<file path="config.mk">
export PLATFORM = sky130hd
export DESIGN_NAME = ram_arbiter
export DESIGN_NICKNAME = d
export VERILOG_FILES = /design/src/rtl/ram_arbiter.sv
export SDC_FILE = /design/constraint.sdc
export NUM_CORES = 1
export LEC_CHECK = 0
export CAP_MARGIN = 25
export CORE_ASPECT_RATIO = 0.7
export CORE_MARGIN = 1.5
export CORE_UTILIZATION = 35
export CTS_BUF_LIST = sky130_fd_sc_hd__clkbuf_8
export DETAILED_ROUTE_END_ITERATION = 6
export PLACE_DENSITY_LB_ADDON = 0.05
export SYNTH_ARGS = -nofsm -noshare
export SYNTH_HDL_FRONTEND = slang
export SYNTH_SLANG_ARGS = --single-unit
</file>
<file path="constraint.sdc">
create_clock -name CLK -period 2.2 [get_ports CLK]
set_clock_uncertainty 0.15 [all_clocks]
set_input_delay 0.44 -clock CLK [delete_from_list [all_inputs] [get_ports CLK]]
set_output_delay 0.44 -clock CLK [all_outputs]
set_load 0.05 [all_outputs]
</file>
<file path="src/rtl/ram_arbiter.sv">
// rtl/ram_arbiter.sv - two-client round-robin arbiter and RAM handshake sequencer
module ram_arbiter #(
    parameter int WORD_W  = 32,
    parameter int TIMEOUT = 255
) (
    input  logic              CLK,
    input  logic              nRST,
    input  logic              r0_ren,
    input  logic              r0_wen,
    input  logic [WORD_W-1:0] r0_addr,
    input  logic [WORD_W-1:0] r0_store,
    output logic [WORD_W-1:0] r0_load,
    output logic              r0_done,
    output logic              r0_err,
    input  logic              r1_ren,
    input  logic              r1_wen,
    input  logic [WORD_W-1:0] r1_addr,
    input  logic [WORD_W-1:0] r1_store,
    output logic [WORD_W-1:0] r1_load,
    output logic              r1_done,
    output logic              r1_err,
    output logic              memREN,
    output logic              memWEN,
    output logic [WORD_W-1:0] memaddr,
    output logic [WORD_W-1:0] memstore,
    input  logic [1:0]        ramstate,
    input  logic [WORD_W-1:0] ramload
);

    typedef enum logic [1:0] {
        S_IDLE = 2'd0,
        S_REQ  = 2'd1,
        S_RESP = 2'd2
    } state_t;

    localparam logic [1:0] RAM_ACCESS = 2'd2;
    localparam logic [1:0] RAM_ERROR  = 2'd3;
    localparam logic [7:0] TCNT_LAST  = 8'(TIMEOUT - 1);

    state_t            state_q, state_d;
    logic [7:0]        tcnt_q, tcnt_d;
    logic              last_grant_q, last_grant_d;
    logic              gnt_q, gnt_d;
    logic              write_q, write_d;
    logic              err_q, err_d;
    logic [WORD_W-1:0] addr_q, addr_d;
    logic [WORD_W-1:0] store_q, store_d;
    logic [WORD_W-1:0] load0_q, load0_d;
    logic [WORD_W-1:0] load1_q, load1_d;

    logic pend0, pend1, sel;

    always_comb begin
        state_d      = state_q;
        tcnt_d       = tcnt_q;
        last_grant_d = last_grant_q;
        gnt_d        = gnt_q;
        write_d      = write_q;
        err_d        = err_q;
        addr_d       = addr_q;
        store_d      = store_q;
        load0_d      = load0_q;
        load1_d      = load1_q;
        pend0        = r0_ren | r0_wen;
        pend1        = r1_ren | r1_wen;
        // On a tie the requester not served last wins.
        sel          = !(pend0 && (!pend1 || last_grant_q));

        case (state_q)
            S_IDLE: begin
                tcnt_d = 8'd0;
                if (pend0 || pend1) begin
                    gnt_d        = sel;
                    last_grant_d = sel;
                    addr_d       = sel ? r1_addr : r0_addr;
                    store_d      = sel ? r1_store : r0_store;
                    write_d      = sel ? r1_wen : r0_wen;
                    err_d        = 1'b0;
                    state_d      = S_REQ;
                end
            end
            S_REQ: begin
                tcnt_d = tcnt_q + 8'd1;
                if (ramstate == RAM_ACCESS) begin
                    if (!write_q) begin
                        if (gnt_q) load1_d = ramload;
                        else       load0_d = ramload;
                    end
                    err_d   = 1'b0;
                    state_d = S_RESP;
                end else if (ramstate == RAM_ERROR || tcnt_q == TCNT_LAST) begin
                    err_d   = 1'b1;
                    state_d = S_RESP;
                end
            end
            S_RESP: begin
                tcnt_d  = 8'd0;
                state_d = S_IDLE;
            end
            default: begin
                tcnt_d  = 8'd0;
                state_d = S_IDLE;
            end
        endcase
    end

    always_ff @(posedge CLK) begin
        if (!nRST) begin
            state_q      <= S_IDLE;
            tcnt_q       <= 8'd0;
            last_grant_q <= 1'b1;
            gnt_q        <= 1'b0;
            write_q      <= 1'b0;
            err_q        <= 1'b0;
            addr_q       <= '0;
            store_q      <= '0;
            load0_q      <= '0;
            load1_q      <= '0;
        end else begin
            state_q      <= state_d;
            tcnt_q       <= tcnt_d;
            last_grant_q <= last_grant_d;
            gnt_q        <= gnt_d;
            write_q      <= write_d;
            err_q        <= err_d;
            addr_q       <= addr_d;
            store_q      <= store_d;
            load0_q      <= load0_d;
            load1_q      <= load1_d;
        end
    end

    assign memREN   = (state_q == S_REQ) && !write_q;
    assign memWEN   = (state_q == S_REQ) && write_q;
    assign memaddr  = addr_q;
    assign memstore = store_q;
    assign r0_done  = (state_q == S_RESP) && !gnt_q;
    assign r1_done  = (state_q == S_RESP) && gnt_q;
    assign r0_err   = r0_done && err_q;
    assign r1_err   = r1_done && err_q;
    assign r0_load  = load0_q;
    assign r1_load  = load1_q;

endmodule

</file>
==> impl_metrics.ini <==
[run_status]
status = completed

[floorplan]
die-height_um = 118
die_x_um = 167
rows = 41
io_pins = 302
core_area_um2 = 18200
dieArea_um2 = 19700
initial_core_util = 0.362

[power_and_ir_drop]
ir_worst_vdd_v = 0.000336
p_leak_nw = 5.20
powerDensity_nw_per_um2 = 715

[clock_network]
clock-sinks = 142
post_cts_buffers = 0
clockBufferDepth = 2
clk_pin_slew_ns = 0.08
ctsResizeCount = 120
htree_levels = 4
holdBufCountCts = 0
cts_made_buffers = 17
clk_latency_ns = 0.44
cts_tree = built
cts_root_buf = clkbuf_8

[sta]
fin_ws_ns = 0.0734
finalHoldViolations = 0
timing.setup.tns_ns = 0
finalCritPeriodShare = 0.967
holdWs_ns = 0.268
period_needed_ns = 2.13
maxSlewViolCount = 0
slew-limit-headroom = 0.635
worst_pin_slew_ns = 0.549
clock.fmax_mhz = 470
rsz0062_at_grt = yes
setup_viol = 0

[synthesis]
ys.flop_type = dfxtp_1
netlist_area_um2 = 6590
syn_nets = 867
synth_top_area_cell = dfxtp_1
yosys.area.top_type_share = 0.431
ys_types = 36
synth_seq_area_share = 0.431
synth_edf_count = 0
ys_ff_latch = 142
ys_warn_count = 0
synthArstFlopShare = 0
syn_inst = 697
avgSynthCellArea_um2 = 9.45
synthMostInstantiatedCell = dfxtp_1
ys_top_cells_by_area = dfxtp_1, mux2i_1, o311a_1
synth.top_cells.by_count = dfxtp_1, nand2_1, and3_1

[finish]
nets = 1137
syn_to_final_growth_pct = 54.3
drive_above_1_share = 0.0908
n_antenna_cell = 0

[setup_path]
r2r_end = last_grant_q$_SDFFE_PN1P_
slowest_stage = dfxtp_1
crit_end = memREN
end_kind = primary output
arrival_ns = 1.54
ff2ff_path_depth = 4
required_ns = 1.61
crit_path_start_kind = flop
path_class = flop to primary output
startpoint = state_q[0]$_SDFFE_PN0P_
r2r_slack_ns = 0.61
slowest_delay_ns = 0.45
r2r_start = state_q[0]$_SDFFE_PN0P_
critPathMostFrequentCell = nor2b_2
crit_chain = nor2b_2 -> nor2b_2 -> buf_12
crit_fanout = 5

[detailed_routing]
dr.pass1.iters = 4
avgViaCountPerCell = 5.27
wl_um = 21300
vias = 6412
drc = 0
wire_per_inst_um = 17.5
drtIter0Drc = 384
ant_nets = 0

[worst_hold_path]
hold_path_class = primary input to flop

[global_route]
antenna_found_initial = 0
grtUsageTotal = 0.215
grt_pass1_vias = 6287
grt_start_max_net_pins = 67
grt_overflow_total = 0
grt_pass1_wl_um = 33800

[place]
dp_hpwl_um = 15300
pre_cts_ws_ns = -0.330
port_buffers = 301
place.gp.congestion = 0.799

[job]
drv_cap = 0
-- final cells by class --
cell class	count	area, um^2
clock buffer	17	234
clock inverter	15	123
fill	1594	8040
inverter	3	11.3
multi-input combinational	477	3420
sequential	142	2840
tap	236	295
timing repair buffer	326	3240
-- worst max-delay path: cells and delay by family (launching register included) --
| kind | cells | cell delay [ns] |
|---|---|---|
| and+or+nand+nor | 2 | 0.49 |
| DFF | 1 | 0.45 |
| buffers and inverters | 1 | 0.15 |
-- where the power goes --
part	total [mW]	switching, mW	leakage, nW	internal, mW
clock	1.95	1.13	0.183	0.816
combinational	2.40	1.42	3.85	0.980
sequential	2.92	0.127	1.16	2.79
-- cells by family (layout without fill, tap and decap cells) --
kind of cell / after synthesis / count (layout) / synth area share
compound gates: 209 / 209 / 0.260
xor+xnor: 3 / 3 / 0.00399
mux: 64 / 64 / 0.0972
flops: 142 / 142 / 0.431
buf+inv: 78 / 361 / 0.0554
fa+ha+maj: 2 / 2 / 0.00380
simple gates: 199 / 199 / 0.148
-- metrics by stage --
| step | total power, mW | utilization | std cells | instance area (um^2) |
|---|---|---|---|---|
| 2_1_floorplan | 4.52 | - | 697 | 6590 |
| 3_3_place_gp | 5.46 | 0.546 | 1184 | 9940 |
| 3_5_place_dp | 5.50 | 0.546 | 1184 | 9940 |
| 4_1_cts | 7.34 | 0.558 | 1216 | 10200 |
| 5_1_grt | 7.63 | 0.558 | 1216 | 10200 |
| 6_report | 7.27 | 0.558 | 1216 | 10200 |
-- cell usage in the layout, fill, tap and decap left out, types with 2 or more instances in the layout --
master and instances:
a21boi_0 65, clkinvlp_4 2, clkbuf_8 17, a21o_1 64, inv_8 2, dfxtp_1 141, xor2_1 2, a21oi_1 5
and3_1 66, clkinv_2 3, inv_1 3, nor2b_2 3, buf_4 24, nand2_1 101, clkdlybuf4s50_1 166, ha_1 2
inv_6 8, nand2_2 2, and2_1 3, dlygate4sd2_1 118, nor2_1 8, o21ai_0 4, mux2i_1 64, nand3_1 3
or3_1 2, buf_12 18, o311a_1 64
-- sequential cells by signal (all words and copies together) (netlist names) --
register,count
err_q,1
last_grant_q,1
r0_load,32
write_q,1
gnt_q,1
memaddr,32
memstore,32
state_q,2
r1_load,32
tcnt_q,8
-- layer usage --
| layer | share of wire | GRT usage |
|---|---|---|
| met1 | 0.43 | 0.264 |
| met2 | 0.47 | 0.356 |
| met3 | 0.080 | 0.0646 |
| met4 | 0.020 | 0.0761 |
| met5 | 0 | 0 |
-- worst min path at each step --
stage,start,to,slack (ns),depth (start not counted)
after floorplan,tcnt_q[0]$_SDFF_PN0_,tcnt_q[0]$_SDFF_PN0_,0.29,1
after global placement,r1_load[10]$_SDFFE_PN0P_,r1_load[10]$_SDFFE_PN0P_,0.30,2
after detailed placement,r1_load[30]$_SDFFE_PN0P_,r1_load[30]$_SDFFE_PN0P_,0.30,2
after CTS,nRST,last_grant_q$_SDFFE_PN1P_,0.24,2
after global routing,nRST,last_grant_q$_SDFFE_PN1P_,0.26,2
final,nRST,last_grant_q$_SDFFE_PN1P_,0.27,2
Note: power is estimated with default switching activity, not from simulation.
